## src/rtl/basic_down_counter.sv

```systemverilog
// rtl/basic_down_counter.sv - presettable cascadable modulo-N down counter
// Borrow chain via bo->bi; ONESHOT=1 parks at zero in a DONE state until reloaded.
module basic_down_counter #(
  parameter int WIDTH   = 4,
  parameter int MODULUS = 10,
  parameter bit ONESHOT = 1'b0
) (
  input  logic             clk,
  input  logic             mr,
  input  logic             en,
  input  logic             bi,
  input  logic             ld,
  input  logic [WIDTH-1:0] d,
  output logic [WIDTH-1:0] q,
  output logic             bo,
  output logic             done
);

  localparam logic [WIDTH-1:0] QMAX = WIDTH'(MODULUS - 1);

  generate
    if (MODULUS < 2 || MODULUS > (2 ** WIDTH)) begin : g_bad_modulus
      $error("basic_down_counter: MODULUS out of range for WIDTH");
    end
  endgenerate

  typedef enum logic [1:0] {
    S_IDLE = 2'd0,
    S_RUN  = 2'd1,
    S_DONE = 2'd2
  } state_t;

  state_t           state_q;
  state_t           state_d;
  logic [WIDTH-1:0] q_d;
  logic             run_ok;
  logic             cnt;

  always_ff @(posedge clk or negedge mr) begin
    if (!mr) begin
      state_q <= S_IDLE;
      q       <= '0;
    end else begin
      state_q <= state_d;
      q       <= q_d;
    end
  end

  // Auto-reload counters run straight out of reset; one-shot ones wait for a load.
  always_comb begin
    state_d = state_q;
    q_d     = q;
    run_ok  = (state_q == S_RUN) || ((state_q == S_IDLE) && (ONESHOT == 1'b0));
    cnt     = en && bi && run_ok && !ld;
    bo      = cnt && (q == '0);
    if (ld) begin
      q_d     = (d > QMAX) ? QMAX : d;
      state_d = S_RUN;
    end else if (cnt) begin
      if (q != '0) begin
        q_d     = q - WIDTH'(1);
        state_d = S_RUN;
      end else if (ONESHOT == 1'b1) begin
        state_d = S_DONE;
      end else begin
        q_d     = QMAX;
        state_d = S_RUN;
      end
    end
  end

  assign done = (state_q == S_DONE);

endmodule

```

## config.mk

```make
export PLATFORM = sky130hd
export DESIGN_NAME = basic_down_counter
export DESIGN_NICKNAME = d
export VERILOG_FILES = /design/src/rtl/basic_down_counter.sv
export SDC_FILE = /design/constraint.sdc
export NUM_CORES = 1
export LEC_CHECK = 0
export ABC_CLOCK_PERIOD_IN_PS = 1150
export CAP_MARGIN = 10
export CORE_AREA = 5 5 42 44
export CTS_CLUSTER_SIZE = 20
export DETAILED_ROUTE_END_ITERATION = 6
export DIE_AREA = 0 0 47 49
export PLACE_DENSITY_LB_ADDON = 0.2
export SETUP_SLACK_MARGIN = 0.1
export SYNTH_ARGS = -nofsm -noshare
export SYNTH_HDL_FRONTEND = slang
export SYNTH_SLANG_ARGS = --single-unit
```

## constraint.sdc

```tcl
create_clock -name clk -period 1.15 [get_ports clk]
set_input_delay 0.1725 -clock clk [delete_from_list [all_inputs] [get_ports clk]]
set_output_delay 0.1725 -clock clk [all_outputs]
set_load 0.01 [all_outputs]
```

; ---- Word-level counts from Yosys, hierarchy flattened
; Cells that the tools add are included.
; W data, S select, Z words.
[word_totals]
ff_bits = 6
word_cells = 22
inputBits = 9
out_inout_bits = 6
[op_classes]
muxes = 6
n_eq_ne = 2
add_sub_neg = 1
n_lt_le_gt_ge = 1
reduce_logical = 10
[op_table]
columns = cell, n
row1 = $mux W4, 4
row2 = $gt A4 B4 Y1 const B, 1
row3 = $logic_and A1 B1 Y1, 4
row4 = $logic_not A4 Y1, 1
row5 = $mux W2, 2
row6 = $reduce_bool A4 Y1, 1
row7 = $sub A4 B1 Y4 const B, 1
row8 = $eq A2 B1 Y1 const B, 1
row9 = $eq A2 B2 Y1 const B, 1
row10 = $logic_not A2 Y1, 1
row11 = $reduce_bool A2 Y1, 1
row12 = $logic_not A1 Y1, 1
row13 = $logic_or A1 B1 Y1, 1

; ---- Longest topological paths before layout
[depth]
word_depth = 6
ltp_mapped = 3
depth_no_buf = 3

; ---- Worst setup path before layout
; Ideal clock, no wire load.
[synth_path]
path_type = register to output
from = register q[0]
to = output bo
arrival_ns = 1.040
required_ns = 0.978
path_buffers = 0
slack_ns = -0.063
path_stages_with_launch = 3
path_cell_list = dfrtp_1 nand4bb_4 nor4_1
[synth_between]
elab_chain_len = 2
[synth_lines]
columns = item, line
row1 = start: declaration, 14  ; output logic [WIDTH-1:0] q,
row2 = start signal: assignment, 45  ; q <= q_d;
row3 = $logic_not A4 Y1, 55  ; bo = cnt && (q == '0);
row4 = $logic_and A1 B1 Y1, 55
row5 = end: declaration, 15  ; output logic bo,
; Every way passes these cells.

; ---- Worst setup path in the final report
[layout_path]
from = register q[1]
to = output bo
; Same word-level chain as after synthesis.

==> impl_metrics.py <==
metrics = {
    "detailed_routing": {
        "wl_um": 787,
        "firstDrtPassIters": 3,
        "drc_errors": 0,
        "drt_iter0_markers": 5,
        "ant_nets": 0,
        "viasPerCell": 4.456,
        "wl_per_cell_um": 11.57,
        "vias": 303,
    },
    "global_routing": {
        "first_global_vias": 349,
        "track_usage_pct": 7.969,
        "overflow": 0,
        "grt_pass1_wl_um": 1311,
        "antenna_found_initial": 0,
        "grt_max_degree": 8,
    },
    "synth": {
        "synth.top_cell.area_share_pct": 38.28,
        "synth_top_area_cell": "dfrtp_1",
        "yosys.area_share.adder_pct": 0,
        "synth_seq_cells": 4,
        "yosysSeqAreaShare_pct": 38.28,
        "synth_cell_types": 17,
        "synth_edf_count": 0,
        "synthTopCellsByCount": "dfrtp_1 (4), o21ai_0 (4), nor2b_1 (3), nand2_1 (2), nor4_1 (2)",
        "synth-compound-area-share_pct": 16.75,
        "syn-instance-count": 27,
        "syn_avg_cell_area_sq_um": 9.685,
        "synth_top_family_by_area": "simple AND/OR/NAND/NOR gates",
        "yosys.area_share.simple_pct": 32.06,
        "synth-async-reset-ratio_pct": 100.0,
        "synthFlopType": "dfrtp_1",
        "synth_area_leaders": "dfrtp_1 (38%), nand4bb_4 (11%), o21ai_0 (7.7%)",
        "synth_warnings": 0,
        "muxShareOfSynthArea_pct": 3.828,
        "syn_area_sq_um": 261.5,
        "yosys.area_share.xor_xnor_pct": 3.349,
        "syn_nets": 36,
    },
    "place": {
        "placed_cells": 64,
        "io_buffers": 13,
        "gp_congestion": 0.8171,
        "dp_hpwl_um": 652.6,
    },
    "sta": {
        "min_period_ns": 1.305,
        "fin_ws_ns": -0.1547,
        "slew_viol_final": 0,
        "fmax_ghz": 0.7665,
        "hold_viol_final": 0,
        "grt_setup_unrepaired": "true",
        "setup_viol": 2,
        "skew_ns": 0.002141,
        "fin_crit_sh_pct": 113.5,
        "setup_tns_ns": -0.2857,
    },
    "clock_tree": {
        "cts-root-buf": "clkbuf_4",
        "path_clk_slew_ns": 0.04,
        "cts_hold_buf": 0,
        "clkLatencyLatePin_ns": 0.23,
        "h-tree-depth": 1,
        "cts_buffer_depth": 2,
        "cts_tree": "done",
        "cts_buffers": 3,
        "cts_num_sinks": 4,
    },
    "finish": {
        "drive_above_1_share_pct": 42.31,
        "largest_reg_flops": 4,
        "area_delta_synth_final_pct": 100.5,
        "finalNonFillerCells": 68,
        "n_fill_cell": 156,
        "top_register": "q",
        "finalNetCount": 63,
        "antenna_cells": 0,
        "top_regs": "q: 4 flops",
    },
    "outcome": {
        "violations": "negative setup slack",
        "status": "finished with violations",
    },
    "power_and_ir_drop": {
        "swShare_pct": 26.23,
        "p_int_mw": 0.3991,
        "power.switching_mw": 0.1419,
        "clkPwrFrac_pct": 31.6,
        "cellLeakagePower_nw": 0.2347,
        "powerDensity_nw_per_um2": 1032,
        "p_total_mw": 0.5410,
        "power_frac_comb_pct": 37.1,
        "seq_power_share_pct": 31.2,
        "irDropWorstVdd_mv": 0.6554,
    },
    "worst_setup_path": {
        "reg2reg_from": "q[1]$_DFFE_PN0P_",
        "endpoint_kind": "output pin",
        "path_max_fanout": 2,
        "crit_start": "q[1]$_DFFE_PN0P_",
        "criticalPathCategory": "reg -> out",
        "worstPathRequired_ns": 0.98,
        "ff2ff_setup_slack_ns": -0.13,
        "critPathArrivalTime_ns": 1.13,
        "start_kind": "flop",
    },
    "floorplan": {
        "dieArea_sq_um": 2303,
        "die_h_um": 49,
        "die_w_um": 47,
        "core_sq_um": 1401,
        "ios": 15,
        "initial_core_util_pct": 18.66,
        "num_rows": 14,
    },
    "worst_hold_path": {
        "hp-class": "in -> async",
    },
    "job": {
        "max_cap_viol_count": 0,
    },
}
area by class of cell:
class                   instances  area, sq um  share of cell area (%)
well taps                      16        20.02                   3.819
clock buffers                   3        22.52                   4.296
multi-input cells              21        165.2                   31.50
flip-flops and latches          4        100.1                   19.09
inverters                       1        3.754                  0.7160
repair buffers                 23        212.7                   40.57
cells in the final DEF, fill, tap and decap left out, drive strengths merged:
cell,synthesis,layout
o21ai,4,4
o21a,1,1
xor2,1,1
nand3b,1,1
buf,1,15
clkbuf,0,3
conb,1,1
nand2,2,2
dlygate4sd2,0,3
nand4bb,1,1
nor2,1,1
a31oi,1,1
a221o,1,1
dfrtp,4,4
nor2b,3,3
mux2i,1,1
inv,1,1
clkdlybuf4s50,0,5
or3,1,1
nor4,2,2
per-layer routing:
metal  part of all wire, %  routed length (um)  global-route usage (%)  vias up
met5                     0                   0                       0        -
met4                     0                   0                   2.765        0
met3                    10                  82                   5.904        0
met2                    51                 405                   12.90       10
met1                    38                 299                   7.506      144
li1                      -                   -                       -      149
cell families (layout without fill, tap and decap cells):
kind of cell	count (synthesis)	count (layout)
AO/OA/AOI/OAI	7	7
XOR/XNOR	1	1
buffers and inverters	2	27
flip-flops	4	4
multiplexers	1	1
other	1	1
AND/OR/NAND/NOR	11	11
critical path: stages, from the launching register on:
cell       delay (ns)
dfrtp_1          0.37
nand4bb_4        0.23
nor4_2           0.13
buf_2            0.17
worst paths after layout:
kind	to	cells past startpoint
max in group asynchronous	q[2]$_DFFE_PN0P_	1
worst min-delay path	q[0]$_DFFE_PN0P_	1
worst min register to register	q[3]$_DFFE_PN0P_	3
min in group clk	q[2]$_DFFE_PN0P_	3
worst max-delay path	bo	3
worst max register to register	q[3]$_DFFE_PN0P_	4
timing repair:
item / in CTS / in global routing
pin swaps: 1 / 0
setup buffers: 0 / 1
setup endpoints to repair: 9 / 8
resized for setup: 32 / 1
power by group through the flow:
stage / combinational, mW / clock, mW / sequential (mW)
floorplan: 0.0508 / 0 / 0.184
global placement: 0.180 / 0 / 0.169
detailed placement: 0.183 / 0 / 0.169
CTS: 0.195 / 0.177 / 0.169
global route: 0.217 / 0.193 / 0.171
finish: 0.201 / 0.171 / 0.169
per-stage QoR:
step / instance area (sq um) / setup slack (ns) / util, % / hold WS [ns]
floorplan: 267.8 / -0.02139 / - / -0.1231
global placement: 478.0 / -0.5922 / 34.11 / 0.3784
detailed placement: 478.0 / -0.6180 / 34.11 / 0.3870
CTS: 510.5 / -0.1785 / 36.43 / 0.1382
global route: 524.3 / -0.2566 / 37.41 / 0.1475
finish: 524.3 / -0.1547 / 37.41 / 0.1372
No activity file was read; power rests on OpenSTA's default activity.
